`config.mk`:
```
export PLATFORM = sky130hd
export DESIGN_NAME = sync_fifo
export DESIGN_NICKNAME = d
export VERILOG_FILES = /design/src/rtl/sync_fifo_pkg.sv /design/src/rtl/sdp_ram.sv /design/src/rtl/sync_fifo.sv
export SDC_FILE = /design/constraint.sdc
export NUM_CORES = 1
export LEC_CHECK = 0
export ABC_AREA = 1
export ABC_CLOCK_PERIOD_IN_PS = 6500
export BUFFER_PORTS_ARGS = -buffer_cell sky130_fd_sc_hd__buf_2
export CORE_AREA = 2 2 156 158
export CTS_CLUSTER_DIAMETER = 60
export DETAILED_ROUTE_END_ITERATION = 12
export DIE_AREA = 0 0 158 160
export GPL_TIMING_DRIVEN = 1
export HOLD_SLACK_MARGIN = 0.1
export PLACE_DENSITY = 0.43
export SYNTH_ARGS = -nofsm -noshare
export SYNTH_HDL_FRONTEND = slang
export SYNTH_SLANG_ARGS = --single-unit
```
`constraint.sdc`:
```
create_clock -name clk -period 6.5 [get_ports clk]
set_input_delay 0.975 -clock clk [delete_from_list [all_inputs] [get_ports clk]]
set_output_delay 0.975 -clock clk [all_outputs]
set_load 0.02 [all_outputs]
```
`src/rtl/sync_fifo_pkg.sv`:
```
// Shared constants and helpers for the sync_fifo block.
// Pointer and count widths are derived from DEPTH through clog2().
package sync_fifo_pkg;

  // Ceiling log2; usable in parameter and port-width expressions.
  function automatic int clog2(input int n);
    int r;
    r = 0;
    while ((1 << r) < n) r++;
    return r;
  endfunction

endpackage

```
`src/rtl/sdp_ram.sv`:
```
// Simple dual-port RAM: one write port, one registered read port.
// Array has no reset so it maps onto block RAM; only the read register resets.
module sdp_ram
  import sync_fifo_pkg::*;
#(
  parameter int WORD_WIDTH = 8,
  parameter int DEPTH      = 16
) (
  input  logic                      clk,
  input  logic                      rst,
  input  logic                      we,
  input  logic [clog2(DEPTH)-1:0]   waddr,
  input  logic [WORD_WIDTH-1:0]     wdata,
  input  logic                      re,
  input  logic [clog2(DEPTH)-1:0]   raddr,
  output logic [WORD_WIDTH-1:0]     rdata
);

  logic [WORD_WIDTH-1:0] mem [DEPTH];
  logic [WORD_WIDTH-1:0] rdata_q;

  always_ff @(posedge clk) begin
    if (we) mem[waddr] <= wdata;
  end

  // Output register holds when re is low, so the consumer can sample late.
  always_ff @(posedge clk) begin
    if (rst)     rdata_q <= '0;
    else if (re) rdata_q <= mem[raddr];
  end

  assign rdata = rdata_q;

endmodule

```
`src/rtl/sync_fifo.sv`:
```
// Single-clock FIFO feeding uart_tx: registered dout, flags decoded from pointers.
// Define SYNC_FIFO_ERR_FLAGS_EN to add sticky overflow/underflow outputs.
module sync_fifo
  import sync_fifo_pkg::*;
#(
  parameter int WORD_WIDTH   = 8,
  parameter int DEPTH        = 16,
  parameter int AF_THRESHOLD = 12
) (
  input  logic                    clk,
  input  logic                    rst,
  input  logic                    we,
  input  logic [WORD_WIDTH-1:0]   din,
  output logic                    full,
  output logic                    almost_full,
  input  logic                    re,
  output logic [WORD_WIDTH-1:0]   dout,
  output logic                    empty,
`ifdef SYNC_FIFO_ERR_FLAGS_EN
  output logic                    overflow,
  output logic                    underflow,
`endif
  output logic [clog2(DEPTH):0]   count
);

  localparam int AW = clog2(DEPTH);
  localparam int PW = AW + 1;

  logic [PW-1:0] wr_ptr_q, wr_ptr_d;
  logic [PW-1:0] rd_ptr_q, rd_ptr_d;
  logic          wr_ok, rd_ok;

  // Extra MSB distinguishes full from empty when the address bits match.
  assign empty = (wr_ptr_q == rd_ptr_q);
  assign full  = (wr_ptr_q[AW-1:0] == rd_ptr_q[AW-1:0]) &&
                 (wr_ptr_q[AW] != rd_ptr_q[AW]);

  assign wr_ok = we & ~full  & ~rst;
  assign rd_ok = re & ~empty & ~rst;

  always_comb begin
    wr_ptr_d = wr_ptr_q;
    rd_ptr_d = rd_ptr_q;
    if (wr_ok) wr_ptr_d = wr_ptr_q + PW'(1);
    if (rd_ok) rd_ptr_d = rd_ptr_q + PW'(1);
  end

  always_ff @(posedge clk) begin
    if (rst) begin
      wr_ptr_q <= '0;
      rd_ptr_q <= '0;
    end else begin
      wr_ptr_q <= wr_ptr_d;
      rd_ptr_q <= rd_ptr_d;
    end
  end

  assign count       = wr_ptr_q - rd_ptr_q;
  assign almost_full = (count >= PW'(AF_THRESHOLD));

`ifdef SYNC_FIFO_ERR_FLAGS_EN
  logic overflow_q, overflow_d;
  logic underflow_q, underflow_d;

  always_comb begin
    overflow_d  = overflow_q  | (we & full);
    underflow_d = underflow_q | (re & empty);
  end

  always_ff @(posedge clk) begin
    if (rst) begin
      overflow_q  <= 1'b0;
      underflow_q <= 1'b0;
    end else begin
      overflow_q  <= overflow_d;
      underflow_q <= underflow_d;
    end
  end

  assign overflow  = overflow_q;
  assign underflow = underflow_q;
`endif

  sdp_ram #(
    .WORD_WIDTH (WORD_WIDTH),
    .DEPTH      (DEPTH)
  ) u_ram (
    .clk   (clk),
    .rst   (rst),
    .we    (wr_ok),
    .waddr (wr_ptr_q[AW-1:0]),
    .wdata (din),
    .re    (rd_ok),
    .raddr (rd_ptr_q[AW-1:0]),
    .rdata (dout)
  );

endmodule
```
==> out/metrics.yaml, run 1 <==
antenna_found_initial: 0
syn_nets: 670
r2r_end: "u_ram.mem[14][6]"
fin_crit_sh_pct: 55.6
io_buffers: 27
worstRegToRegCells: 9
place.gp.congestion: 0.860
drcViolationCount: 0
cts_resized: 0
status: "completed"
hp-class: "flop to flop"
crit_type: "flop to output port"
crit_path_start: "rd_ptr_q[2]"
cts_made_buffers: 17
fmax_mhz: 277
vias_per_cell: 4.42
crit_required_ps: 5520
stdcell_area_um2: 7480
num_vias: 4444
synthesis.area_um2: 6480
die_h_um: 160
initial_core_util_pct: 27.2
cp.buffers_inverters: 2
place_area_um2: 6850
p_leak_nw: 3.07
cap_violations: 0
synthToLayoutAreaGrowth_pct: 15.4
clock_sinks: 146
reg2reg_from: "rd_ptr_q[2]"
grt_usage_pct: 14.6
synth_cell_type_count: 25
post-place-ws_ps: 3350
clock_latency_ps: 420
totalWireLength_um: 17500
tns_ps: 0
cp.arrival_ps: 2640
grt_pass1_wl_um: 26700
ctsRootBufferMaster: "clkbuf_16"
ys_warn_count: 0
syn_avg_cell_area_um2: 10.0
holdPathStages: 4
seq_area_um2: 4210
power_density_nw_per_um2: 316
first_pass_iters: 5
multi_input_area_um2: 1820
r2r_slack_ps: 3420
final_period_minus_worst_setup_slack_ps: 3620
cts_tree: "yes"
hpwl_um: 11500
cp_slowest_stage_delay_ps: 630
cp_cell_sequence: "clkinv_1, ha_1, nand2_1, o21ai_0, xor2_1, nand2_1, nand2_1, buf_2"
final_hold_viol_count: 0
critPathMaxFanout: 14
netlist_instances: 648
slew_violations: 0
cts_setup_buffers: 0
max_slew.worst_pin.slew_ps: 1140
cp_top_family: "flip-flops"
grt_start_max_net_pins: 69
io_pins: 28
num_rows: 57
slowest_stage: "dfxtp_1"
gr-total-overflow: 0
drtIter0Drc: 301
core-area_um2: 23800
grt_pass1_vias: 4474
hp-start: "u_ram.rdata[2]"
relSlewSlack_pct: 23.6
die_w_um: 158
ys_seq_area_share_pct: 64.9
num-fill-cells: 2489
ant_nets: 0
yosys_register_bits: 146
crit_path_frequent_cell: "nand2_1"
rsz0062_at_grt: "no"
min_to: "u_ram.rdata[2]"
htreeDepth: 4
dieArea_um2: 25300
diodes: 0
cp-start-kind: "flop"
ctsHoldBuffers: 0
clk_path_buf_depth: 2
peakVddDrop_mv: 0.113
endpoint_kind: "output port"
clk_pin_slew_ps: 60
final_layout_size_suffix_gt1_share_pct: 10.3
nNetsFinal: 690
detail_route.wl_per_cell_um: 17.4
fin_ws_ps: 2880
fin_skew_ps: 9.39
finalSetupViolations: 0
-- power by group --
group	internal [mW]	switching [mW]
Sequential	1.04	0.00845
Combinational	0.0712	0.204
Clock	0.674	0.371
-- tightest hold or removal path: cells and delay by family, from the launching register on --
family	cells	cell delay (ps)
flops	1	310
buf+inv	1	40
simple gates	2	100
compound gates	1	30
-- cells in the mapped netlist (all sizes together) --
master,number,share of area [%]
buf,25,2.6
fa,1,0.31
a21oi,18,1.5
nand2,249,15
o21ai,7,0.54
clkinv,3,0.17
ha,9,1.7
nand3,78,6.3
dfxtp,18,5.6
edfxtp,128,59
inv,70,4.1
xor2,5,0.68
nor2,30,1.8
clkbuf,3,0.19
xnor2,4,0.54
-- cell type report --
type                    instances  share of cell area (%)
clock inverters                13                    2.54
flip-flops and latches        146                    56.2
inverters                      73                    3.70
repair buffers                 29                    2.01
multi-input cells             401                    24.3
clock buffers                  19                    5.79
well taps                     324                    5.42
-- layer usage --
| layer | global-route usage [%] | wire, um | part of all wire [%] | vias up |
|---|---|---|---|---|
| met1 | 19.9 | 8360 | 48 | 2158 |
| li1 | - | - | - | 2139 |
| met4 | 5.16 | 362 | 2.1 | 0 |
| met5 | 0 | 0 | 0 | - |
| met2 | 22.7 | 7990 | 46 | 119 |
| met3 | 3.26 | 792 | 4.5 | 28 |
-- cells by family after synthesis --
logic type	count (synthesis)	synth area share, %
fa+ha+maj	10	2.05
simple gates	357	22.7
buf+inv	101	7.10
compound gates	25	2.05
xor+xnor	9	1.22
flops	146	64.9
-- layout by cell type, fill, tap and decap left out, drive strengths merged --
cell type,n
clkinv,9
inv,70
xor2,5
xnor2,4
nor2,30
clkbuf,19
clkinvlp,2
edfxtp,128
nand3,78
buf,29
ha,9
fa,1
a21oi,18
o21ai,7
bufinv,5
dfxtp,18
nand2,249
-- metrics by stage --
stage | power (mW) | std cells | hold WS, ps | utilization, %
after floorplan | 1.25 | 648 | 492 | -
after global placement | 1.34 | 973 | 516 | 28.8
after detailed placement | 1.34 | 973 | 519 | 28.8
after CTS | 2.38 | 1005 | 532 | 31.4
after global routing | 2.45 | 1005 | 569 | 31.4
final | 2.36 | 1005 | 528 | 31.4
-- registers in the layout (all words and copies together), names as in the netlist --
register and cells:
rd_ptr_q 5, wr_ptr_q 5, u_ram.mem 128, u_ram.rdata 8
-- worst max-delay path by stage --
stage,to,slack [ps],cells past startpoint
detailed placement,almost_full,3350,8
finish,almost_full,2880,8
global route,almost_full,2650,7
CTS,almost_full,2880,8
floorplan,almost_full,3590,9
global placement,almost_full,3420,8
Power figures use the tool's default switching activity.
==> run 2, diff against run 1 <==
- ABC_CLOCK_PERIOD_IN_PS: 6500 -> 3150
- PLACE_DENSITY: 0.43 -> 0.44
- clock period: 6.5 -> 3.15 ns (I/O delays scaled with it)
==> out/metrics.yaml, run 2 (synthesis gave the netlist of run 1 again) <==
status: "completed"
dieArea_um2: 25300  # unchanged
largest_reg_flops: 128  # unchanged
top_register: "u_ram.mem"
finalSetupViolations: 0  # unchanged
p_leak_nw: 3.07  # about the same
fin_util_pct: 31.3  # -0.063 points
die_w_um: 158  # unchanged
die_h_um: 160  # unchanged
first_pass_iters: 6  # +1
clock_sinks: 146  # unchanged
ctsHoldBuffers: 0  # unchanged
p_int_mw: 3.44  # +93%
final_layout_size_suffix_gt1_share_pct: 10.9  # +0.64 points
synthToLayoutAreaGrowth_pct: 15.1
grt_start_max_net_pins: 67  # -2.9%
cp-start-kind: "flop"
max_slew.worst_pin.slew_ps: 839  # -305 ps
grt_pass1_vias: 4414  # -1.3%
swShare_pct: 25.4  # +0.77 points
nNetsFinal: 696  # +0.87%
p_seq_share_pct: 46.7  # +2.5 points
clk_pin_slew_ps: 60  # about the same
tns_ps: 0  # unchanged
place.gp.congestion: 0.795  # -7.6%
slew_violations: 0  # unchanged
diodes: 0  # unchanged
ctsRootBufferMaster: "clkbuf_16"
vias_per_cell: 4.36  # -1.3%
pwr-share-comb_pct: 12.0  # +0.4 points
relSlewSlack_pct: 43.9  # +20 points
hpwl_um: 11000  # -4.2%
fin_crit_sh_pct: 85.3
clock_latency_ps: 420  # about the same
rsz0062_at_grt: "no"
fmax_mhz: 372
final_period_minus_worst_setup_slack_ps: 2690
cts_resized: 0  # unchanged
endpoint_kind: "output port"
totalWireLength_um: 16700  # -4.7%
num_rows: 57  # unchanged
drcViolationCount: 0  # unchanged
layout_commonest_cell: "nand2_1"
drtIter0Drc: 277  # -8.0%
gr-total-overflow: 0  # unchanged
hp-class: "input pin to flop"
fin_skew_ps: 11.8  # +2.43 ps
critPathMaxFanout: 5  # -9
crit_type: "flop to output port"
core-area_um2: 23800  # unchanged
num-fill-cells: 2494  # +0.20%
cts_setup_buffers: 0  # unchanged
grt_pass1_wl_um: 25600  # -4.1%
final_hold_viol_count: 0  # unchanged
fin_ws_ps: 464  # -2420 ps
grt_usage_pct: 13.9  # -0.68 points
clk_path_buf_depth: 2  # unchanged
ant_nets: 0  # unchanged
whs_ps: 360  # -168 ps
io_pins: 28  # unchanged
power_density_nw_per_um2: 618  # +96%
antenna_found_initial: 0  # unchanged
cts_tree: "yes"
switchingPower_mw: 1.17  # +100%
cp.arrival_ps: 2210  # -430 ps
crit_required_ps: 2680  # -2840 ps
peakVddDrop_mv: 0.336  # +200%
clkPwrFrac_pct: 41.3  # -2.9 points
cap_violations: 0  # unchanged
detail_route.wl_per_cell_um: 16.5  # -5.2%
htreeDepth: 4  # unchanged
num_vias: 4411  # -0.74%
final_cell_mix: "nand2_1 (243), edfxtp_1 (128), nand3_1 (76), inv_1 (67), nor2_1 (29)"
initial_core_util_pct: 27.2  # unchanged
post-place-ws_ps: 493  # -2860 ps
cts_made_buffers: 17  # unchanged
io_buffers: 27  # unchanged
## run 2: cell count changes in the layout (fill, tap and decap cells not counted), sizes merged
| cell | before | now |
|---|---|---|
| clkinv | 9 | 11 |
| inv | 70 | 71 |
| bufinv | 5 | 2 |
| buf | 29 | 35 |
## run 2: per-stage QoR
| step | total power, mW | cell area, um2 | std cells |
|---|---|---|---|
| after floorplan | 2.57 | 6480 | 648 |
| after global placement | 2.75 | 6910 | 979 |
| after detailed placement | 2.75 | 6910 | 979 |
| after CTS | 4.67 | 7460 | 1011 |
| after global routing | 4.82 | 7460 | 1011 |
| final | 4.61 | 7460 | 1011 |
## run 2: power groups by stage
| stage | clock [mW] | sequential, mW | combinational (mW) |
|---|---|---|---|
| detailed placement | 0 | 2.20 | 0.557 |
| global route | 2.04 | 2.16 | 0.621 |
| floorplan | 0 | 2.22 | 0.359 |
| CTS | 1.95 | 2.16 | 0.559 |
| finish | 1.90 | 2.16 | 0.552 |
| global placement | 0 | 2.20 | 0.558 |
## run 2: layer usage
| layer | GRT usage (%) | share of wire (%) | vias up |
|---|---|---|---|
| li1 | - | - | 2162 |
| met1 | 19.6 | 48 | 2128 |
| met2 | 21.6 | 47 | 112 |
| met3 | 3.34 | 4.4 | 9 |
| met4 | 3.36 | 0.67 | 0 |
| met5 | 0 | 0 | - |
## run 2: cell type report
cell class,instances,area (um2),share of cell area [%]
flip-flops and latches,146,4210,56.4
multi-input cells,401,1820,24.3
repair buffers,35,208,2.78
clock inverters,13,118,1.58
inverters,73,277,3.71
well taps,324,405,5.43
clock buffers,19,433,5.80
## run 2: worst paths after layout
| kind | start | end | slack [ps] | depth (start not counted) |
|---|---|---|---|---|
| max | wr_ptr_q[0] | almost_full | 460 | 7 |
| min | rst | rd_ptr_q[4] | 360 | 2 |
| max reg2reg | rd_ptr_q[2] | u_ram.mem[11][7] | 500 | 9 |
| min reg2reg | u_ram.rdata[6] | u_ram.rdata[6] | 530 | 4 |
## run 2: critical path, cell delays in order, from the launching register on
cell	delay, ps
dfxtp_1	390
inv_1	130
ha_1	220
fa_1	400
o21ai_0	220
xor2_1	210
nand2_1	70
buf_2	150
==> run 3, diff against run 2 <==
- BUFFER_PORTS_ARGS: -buffer_cell sky130_fd_sc_hd__buf_2 -> -buffer_cell sky130_fd_sc_hd__clkbuf_2
==> out/metrics.yaml, run 3 (synthesis gave the netlist of run 1 again) <==
clock_sinks: 146  # unchanged
ctsHoldBuffers: 0  # unchanged
dieArea_um2: 25300  # unchanged
power_mw: 4.75  # +3.0%
peakVddDrop_mv: 0.264  # -21%
place.gp.congestion: 0.847  # +6.5%
seq_area_um2: 4210  # unchanged
synthToLayoutAreaGrowth_pct: 15.5
slew_violations: 0  # unchanged
critPathMaxFanout: 5  # unchanged
final_layout_size_suffix_gt1_share_pct: 11.2  # +0.32 points
ant_nets: 0  # unchanged
clock_latency_ps: 420  # about the same
grt_start_max_net_pins: 67  # unchanged
cp.buffers_inverters: 2  # unchanged
detail_route.wl_per_cell_um: 16.5  # about the same
tns_ps: 0  # unchanged
fin_skew_ps: 10.8  # -1.00 ps
die_h_um: 160  # unchanged
status: "completed"
fin_cells: 1009  # -0.20%
cap_violations: 0  # unchanged
hp-class: "input pin to flop"
vias_per_cell: 4.39  # +0.54%
final_period_minus_worst_setup_slack_ps: 2750  # +66.6 ps
grt_pass1_vias: 4321  # -2.1%
die_w_um: 158  # unchanged
cp_top_family: "adder cells"
cp-start-kind: "flop"
rsz0062_at_grt: "no"
drtIter0Drc: 348  # +26%
p_leak_nw: 3.08  # +0.21%
grt_pass1_wl_um: 25300  # -1.0%
first_pass_iters: 4  # -2
fmax_mhz: 363  # -2.4%
cp_slowest_stage_delay_ps: 400  # about the same
cp_cell_sequence: "inv_1, ha_1, fa_1, o21ai_0, xor2_1, nand2_1, clkbuf_2"
final_hold_viol_count: 0  # unchanged
cts_resized: 0  # unchanged
num_rows: 57  # unchanged
cp.arrival_ps: 2280  # +70 ps
relSlewSlack_pct: 43.8  # -0.044 points
totalWireLength_um: 16700  # -0.22%
place_area_um2: 6900  # -0.22%
endpoint_kind: "output port"
nNetsFinal: 694  # -0.29%
stdcell_area_um2: 7490  # +0.35%
ctsRootBufferMaster: "clkbuf_16"
antenna_found_initial: 0  # unchanged
core-area_um2: 23800  # unchanged
clk_pin_slew_ps: 60  # about the same
gr-total-overflow: 0  # unchanged
max_slew.worst_pin.slew_ps: 840  # +0.662 ps
io_buffers: 27  # unchanged
slowest_stage: "fa_1"
num_vias: 4426  # +0.34%
finalSetupViolations: 0  # unchanged
dp.cells: 977  # -0.20%
crit_required_ps: 2680  # about the same
drcViolationCount: 0  # unchanged
htreeDepth: 4  # unchanged
largest_reg_flops: 128  # unchanged
crit_type: "flop to output port"
diodes: 0  # unchanged
cts_setup_buffers: 0  # unchanged
power_density_nw_per_um2: 634  # +2.6%
fin_crit_sh_pct: 87.4  # +2.1 points
io_pins: 28  # unchanged
initial_core_util_pct: 27.2  # unchanged
clk_path_buf_depth: 2  # unchanged
hpwl_um: 11000  # +0.28%
top_register: "u_ram.mem"
cts_made_buffers: 17  # unchanged
multi_input_area_um2: 1820  # unchanged
final_cell_mix: "nand2_1 (243), edfxtp_1 (128), nand3_1 (76), inv_1 (67), nor2_1 (29)"
cts_tree: "yes"
layout_commonest_cell: "nand2_1"
num-fill-cells: 2501  # +0.28%
grt_usage_pct: 13.8  # -0.052 points
## run 3: final timing paths
path	startpoint	to	slack (ps)	cells after the start
hold / removal	rst	rd_ptr_q[4]	370	2
setup reg to reg	rd_ptr_q[2]	u_ram.mem[2][7]	510	9
setup / recovery	wr_ptr_q[0]	almost_full	400	7
hold reg to reg	rd_ptr_q[3]	rd_ptr_q[3]	530	3
## run 3: routing by layer
layer / wire length, um / track usage (%) / vias up / part of all wire, %
met5: 0 / 0 / - / 0
met4: 372 / 5.16 / 0 / 2.2
met3: 766 / 2.71 / 22 / 4.6
met2: 7530 / 20.9 / 108 / 45
met1: 7980 / 19.6 / 2143 / 48
li1: - / - / 2153 / -
## run 3: power by group
part | total [mW] | switching [mW] | internal [mW]
combinational | 0.561 | 0.408 | 0.152
clock | 2.03 | 0.791 | 1.24
sequential | 2.16 | 0.0198 | 2.14
total | 4.75 | 1.22 | 3.53
## run 3: cell type report
type / instances / share of cell area [%]
Multi-Input combinational cell: 401 / 24.3
Clock buffer: 18 / 5.73
Inverter: 73 / 3.69
Sequential cell: 146 / 56.2
Clock inverter: 14 / 2.17
Tap cell: 324 / 5.41
Timing Repair Buffer: 33 / 2.57
## run 3: through the flow
step                      hold WS (ps)  worst slack [ps]  utilization [%]
after floorplan                    492               742                -
after global placement             507               580             29.0
after detailed placement           511               523             29.0
after CTS                          364               393             31.4
after global routing               369               249             31.4
final                              374               397             31.4
## run 3: worst register-to-register path, delay by kind of cell (launching register included)
kind	cells	cell delay, ps
fa+ha+maj	1	420
buf+inv	2	340
simple gates	6	1170
flops	1	330
